## config.mk

```make
export PLATFORM = sky130hd
export DESIGN_NAME = usart_baud_gen
export DESIGN_NICKNAME = d
export VERILOG_FILES = /design/src/rtl/usart_baud_gen.sv
export SDC_FILE = /design/constraint.sdc
export NUM_CORES = 1
export LEC_CHECK = 0
export CORE_AREA = 10 10 94 96
export CTS_CLUSTER_SIZE = 20
export DETAILED_ROUTE_END_ITERATION = 10
export DIE_AREA = 0 0 104 106
export GPL_TIMING_DRIVEN = 1
export PLACE_DENSITY_LB_ADDON = 0.12
export SLEW_MARGIN = 5
export SYNTH_ARGS = -nofsm -noshare
export SYNTH_HDL_FRONTEND = slang
export SYNTH_SLANG_ARGS = --single-unit
```

## constraint.sdc

```tcl
create_clock -name CPUClk -period 8.3 [get_ports CPUClk]
set_input_delay 1.245 -clock CPUClk [delete_from_list [all_inputs] [get_ports CPUClk]]
set_output_delay 1.245 -clock CPUClk [all_outputs]
set_load 0.02 [all_outputs]
```

## src/rtl/usart_baud_gen.sv

```systemverilog
// usart_baud_gen
//   Tick generator for a USART, entirely in the CPUClk domain.
//   Async mode : fractional-N prescaler drives RxTick (OVS x baud); every
//                OVS-th RxTick also raises TxTick (baud).
//   Sync master: the prescaler toggles SClk; ticks mark launch/sample edges.
//   Sync slave : ExClk is synchronised, edge-detected and mapped to ticks.
//
// Ports
//   CPUClk  in   system clock (rising edge)
//   Reset   in   asynchronous active-high reset
//   Enable  in   1 = run, 0 = hold counters / suppress ticks
//   Load    in   strobe: latch Mode/ClkSrc/ClkPol/DivInt/DivFrac, restart
//   Mode    in   0 = async, 1 = sync
//   ClkSrc  in   sync only: 0 = internal (master), 1 = ExClk (slave)
//   ClkPol  in   sync SClk idle level and edge mapping
//   DivInt  in   integer divisor, 0 halts the prescaler
//   DivFrac in   fractional divisor, in units of 1/2^FRAC_W
//   ExClk   in   external serial clock (asynchronous)
//   RxTick  out  sample tick
//   TxTick  out  launch tick
//   SClk    out  serial clock
module usart_baud_gen #(
  parameter int DIV_W       = 16,
  parameter int FRAC_W      = 4,
  parameter int OVS         = 16,
  parameter int SYNC_STAGES = 2
) (
  input  logic              CPUClk,
  input  logic              Reset,
  input  logic              Enable,
  input  logic              Load,
  input  logic              Mode,
  input  logic              ClkSrc,
  input  logic              ClkPol,
  input  logic [DIV_W-1:0]  DivInt,
  input  logic [FRAC_W-1:0] DivFrac,
  input  logic              ExClk,
  output logic              RxTick,
  output logic              TxTick,
  output logic              SClk
);

  localparam int OVS_W = $clog2(OVS);
  localparam logic [DIV_W:0] ONE_P = (DIV_W+1)'(1);

  // Latched configuration
  logic              mode_q, mode_d;
  logic              src_q, src_d;
  logic              pol_q, pol_d;
  logic [DIV_W-1:0]  div_int_q, div_int_d;
  logic [FRAC_W-1:0] div_frac_q, div_frac_d;

  // Prescaler / fractional accumulator / oversampling counter
  logic [DIV_W-1:0]  cnt_q, cnt_d;
  logic [FRAC_W-1:0] acc_q, acc_d;
  logic              carry_q, carry_d;
  logic [OVS_W-1:0]  ovs_q, ovs_d;

  // Master SClk, ExClk synchroniser and edge-detect register
  logic                   sclk_q, sclk_d;
  logic [SYNC_STAGES-1:0] sync_q, sync_d;
  logic                   edge_q, edge_d;

  logic rx_q, rx_d;
  logic tx_q, tx_d;

  logic              slave;
  logic              presc_run;
  logic              expire;
  logic [DIV_W:0]    period;
  logic [FRAC_W:0]   frac_sum;
  logic              sync_lvl;
  logic              slave_edge;
  logic              sclk_new;

  assign slave      = mode_q & src_q;
  // Current period stretches by one cycle when the previous accumulate carried.
  assign period     = {1'b0, div_int_q} + {{DIV_W{1'b0}}, carry_q};
  assign presc_run  = Enable && (div_int_q != '0) && !slave;
  assign expire     = presc_run && ({1'b0, cnt_q} == (period - ONE_P));
  assign frac_sum   = {1'b0, acc_q} + {1'b0, div_frac_q};
  assign sync_lvl   = sync_q[SYNC_STAGES-1];
  assign slave_edge = sync_lvl ^ edge_q;
  assign sclk_new   = ~sclk_q;

  always_comb begin
    mode_d     = mode_q;
    src_d      = src_q;
    pol_d      = pol_q;
    div_int_d  = div_int_q;
    div_frac_d = div_frac_q;
    cnt_d      = cnt_q;
    acc_d      = acc_q;
    carry_d    = carry_q;
    ovs_d      = ovs_q;
    sclk_d     = sclk_q;
    rx_d       = 1'b0;
    tx_d       = 1'b0;
    // The synchroniser free-runs regardless of Load/Enable.
    sync_d     = {sync_q[SYNC_STAGES-2:0], ExClk};
    edge_d     = sync_lvl;

    if (Load) begin
      // Load takes priority over any expiry or slave edge this cycle.
      mode_d     = Mode;
      src_d      = ClkSrc;
      pol_d      = ClkPol;
      div_int_d  = DivInt;
      div_frac_d = DivFrac;
      cnt_d      = '0;
      acc_d      = '0;
      carry_d    = 1'b0;
      ovs_d      = '0;
      sclk_d     = Mode ? ClkPol : 1'b0;
    end else begin
      if (expire) begin
        cnt_d   = '0;
        acc_d   = frac_sum[FRAC_W-1:0];
        carry_d = frac_sum[FRAC_W];
        if (!mode_q) begin
          rx_d = 1'b1;
          if (ovs_q == OVS_W'(OVS-1)) begin
            tx_d  = 1'b1;
            ovs_d = '0;
          end else begin
            ovs_d = ovs_q + OVS_W'(1);
          end
        end else begin
          // Leaving the idle level is the sample edge, returning is launch.
          sclk_d = sclk_new;
          if (sclk_new != pol_q) rx_d = 1'b1;
          else                   tx_d = 1'b1;
        end
      end else if (presc_run) begin
        cnt_d = cnt_q + DIV_W'(1);
      end

      if (mode_q && !src_q && !Enable) sclk_d = pol_q;

      if (slave && Enable && slave_edge) begin
        if (sync_lvl != pol_q) rx_d = 1'b1;
        else                   tx_d = 1'b1;
      end
    end
  end

  always_ff @(posedge CPUClk or posedge Reset) begin
    if (Reset) begin
      mode_q     <= 1'b0;
      src_q      <= 1'b0;
      pol_q      <= 1'b0;
      div_int_q  <= '0;
      div_frac_q <= '0;
      cnt_q      <= '0;
      acc_q      <= '0;
      carry_q    <= 1'b0;
      ovs_q      <= '0;
      sclk_q     <= 1'b0;
      sync_q     <= '0;
      edge_q     <= 1'b0;
      rx_q       <= 1'b0;
      tx_q       <= 1'b0;
    end else begin
      mode_q     <= mode_d;
      src_q      <= src_d;
      pol_q      <= pol_d;
      div_int_q  <= div_int_d;
      div_frac_q <= div_frac_d;
      cnt_q      <= cnt_d;
      acc_q      <= acc_d;
      carry_q    <= carry_d;
      ovs_q      <= ovs_d;
      sclk_q     <= sclk_d;
      sync_q     <= sync_d;
      edge_q     <= edge_d;
      rx_q       <= rx_d;
      tx_q       <= tx_d;
    end
  end

  assign RxTick = rx_q;
  assign TxTick = tx_q;
  assign SClk   = mode_q ? (src_q ? sync_lvl : sclk_q) : 1'b0;

endmodule

```

==> summary.md <==
| Metric | Value |
|---|---|
| Via count | around 2,300 |
| Area occupied by registers | 1351 µm² |
| Syn_area_per_cell | 10.26 µm² |
| CP Launch Type | flop |
| Final setup violation count | 0 |
| Post-synth EDFFs | 0 |
| Io pins | 31 |
| Sequential fraction of the synthesis area | around two fifths |
| Yosys reg bits | 54 |
| FMAX | around 0.27 GHz |
| Post-synth cell types | 55 |
| Syn nets | 355 |
| Synthesized instance count | 318 |
| Max Slew Vio Count | 0 |
| Final period util | approximately 44% |
| Hpwl dp | 4606 µm |
| Pin count of the biggest net entering global routing | 55 |
| Hold buffer count at CTS | 0 |
| Final WL | between 6000 and 7000 µm |
| DP Worst Slack | 4.310 ns |
| Setup TNS | 0 ns |
| First-pass GRT wire length | 11,360 µm |
| Initial antenna violation count | 0 |
| GRT Total Usage | 12.08% |
| Area grow syn2layout | 13.35% |
| Clock Skews | between 0.005 and 0.006 ns |
| Initial DRC Count | a little over 80 |
| Htree depth | 2 |
| PortBufs | 30 |
| CTS tree | yes |
| Critical Setup Path Class | reg2reg |
| Post-CTS resize count | 0 |
| Die Width | 104 µm |
| Static leakage | between 1.5 and 2 nW |
| Crit-path cells | inv_1 -> ha_1 -> ha_1 -> or3b_2 -> nor4_2 -> a211oi_1 -> o311ai_2 -> nand4_2 -> o311ai_2 -> o31ai_1 |
| Max-Cap Viols | 0 |
| Final net count | about 380 |
| Final estimated routing congestion in global placement | 0.7817 |
| Pwr dens | between 100 and 150 nW/µm² |
| Slowest-stage cell, CP | nand4_2 |
| Fin. Hold Viols | 0 |
| Final core occ | 52.38% |
| Status | finished, final reports clean |
| Maximum vdd drop | 0.07368 mV |
| Post-DRT Antenna Nets | 0 |
| Crit path DAT | 3.83 ns |
| Least-Margin Pin Slew | 0.8910 ns |
| Unrepaired setup endpoints after global routing | false |
| Clk slew on worst S/H paths | 0.09 ns |
| CTS sink cnt | 54 |
| Critical path buffer and inverter count | 1 |
| Insertion delay to the later sink of the worst-skew pair | 0.31 ns |
| Worst path top cell family by delay | simple AND/OR/NAND/NOR gates |
| Gr ovfl total | 0 |
| Die height | 106 µm |
| Vias in the first global route | 2,375 |
| Hold/Removal Path Class | reg2reg |
| Cell row count | 31 |
| Drt pass-1 iters | 4 |
| Mapped cell area | 3262 µm² |
| Max Root-Sink Buffers | 2 |
| Critical Path Fanout Max | 32 |
| Core area | 7059 µm² |
| Min Tclk post-route | roughly 3.7 ns |
| Post-synth top flop | dfrtp_1 |
| CP Data Required Time | 8.46 ns |
| Root buf cell | clkbuf_8 |
| DRC violations left | 0 |
| Post-DR wirelength/cell | between 10 and 15 µm |
| Post-CTS setup buffers | 0 |
| Synth warn | 0 |
| Endpoint type of the worst setup path | flop |
| DIE AREA | around 11,000 µm² |
| Num CTS Buffers | 5 |
| Fillers | 672 |
| Vias per inst | ~5.4 |
| Setup ws final | 4.638 ns |
| Max incr delay on CP | 0.73 ns |
| Area of the multi-input gates | 1774 µm² |
| Ant diodes | 0 |
| Initial Util | 46.21% |
| Rel. slew slack | 40.46% |
| Async SR Flop Fraction | 100.0% |
| Fraction of layout instances using a drive strength above 1 | about 14% |
-- cells in the final DEF (no fill, tap or decap), types with 6 or more instances in the layout --
cell type,instances
inv_1,10
a21oi_1,8
nor3_1,7
clkbuf_8,6
mux2i_1,7
a211oi_1,6
mux2_2,20
nand3_1,11
xor2_1,17
ha_1,8
clkdlybuf4s50_1,30
nor4_1,9
nor2_1,21
dfrtp_1,54
xnor2_1,20
nand2_1,18
and3_1,17
-- stage by stage --
| stage | hold WS, ns | std cells | instance area, µm² | total power, W |
|---|---|---|---|---|
| after detailed placement | 0.3490 | 430 | 3606 | 0.0003886 |
| final | 0.3652 | 438 | 3697 | 0.0005319 |
| after floorplan | 0.3312 | 318 | 3262 | 0.0003604 |
| after CTS | 0.3711 | 438 | 3697 | 0.0005418 |
| after global routing | 0.3850 | 438 | 3697 | 0.0005665 |
| after global placement | 0.3335 | 430 | 3606 | 0.0003866 |
-- worst register-to-register path, delay by kind of cell, from the launching register on --
family	cells	cell delay (ns)
AOI/OAI and AO/OA	4	1.04
DFF	1	0.38
adders and majority gates	2	0.43
and+or+nand+nor	3	1.57
buffers and inverters	1	0.12
-- routing by layer --
metal	vias up	part of all wire, %	GRT usage (%)
li1	1181	-	-
met3	7	2.5	2.838
met4	0	0.79	2.485
met1	1136	48	15.36
met5	-	0	0
met2	24	49	20.52
-- Yosys cell counts, drive strengths merged (3+ instances only) --
master	number	area (µm²)
nor2	21	78.83
a211oi	6	45.04
or2	3	18.77
ha	8	100.1
nand4	5	37.53
or3	3	18.77
nor3	7	35.03
mux2i	7	70.07
a21o	4	30.03
mux2	20	225.2
clkbuf	9	35.03
dfrtp	54	1351
xnor2	20	175.2
nor2b	5	31.28
or4	3	26.27
inv	11	41.29
nor4	11	81.32
o311ai	3	48.80
a21oi	8	40.04
buf	10	60.06
o21ai	5	25.02
nor3b	4	35.03
and3	17	106.4
nand2	18	67.56
o21a	4	30.03
nand3	11	55.05
xor2	17	148.9
-- cell families after synthesis --
family          count (synthesis)  synth area share (%)
simple gates                  117                 20.98
flops                          54                 41.43
compound gates                 44                 10.74
xor+xnor                       37                 9.935
buf+inv                        30                 4.181
mux                            27                 9.053
fa+ha+maj                       9                 3.683
-- report_power, final --
group / internal [W] / switching, W
sequential: 0.000276 / 0.0000222
clock: 0.0000675 / 0.0000824
combinational: 0.0000452 / 0.0000386
total: 0.000389 / 0.000143
-- sequential cells by signal, summed over array words and instances, names as in the netlist, 2 cells and up --
signal	count
cnt_q	16
ovs_q	4
acc_q	4
div_int_q	16
sync_q	2
div_frac_q	4
-- worst paths after layout --
kind | cells past startpoint | to | from | slack [ns]
max | 10 | ovs_q[3] | carry_q | 4.64
min | 0 | sync_q[1] | sync_q[0] | 0.37
max reg2reg | 10 | ovs_q[3] | carry_q | 4.64
min reg2reg | 0 | sync_q[1] | sync_q[0] | 0.37
max in group asynchronous | 3 | div_int_q[6] | Reset | 6.41
min in group asynchronous | 3 | div_frac_q[3] | Reset | 1.44
-- area by class of cell --
type                       instances  share of cell area (%)
multi-input combinational        234                   47.99
sequential                        54                   36.55
timing repair buffer              32                   8.528
tap                               99                   3.350
clock buffer                       7                   2.335
inverter                          11                   1.117
clock inverter                     1                  0.1354
No activity file was read; power rests on OpenSTA's default activity.
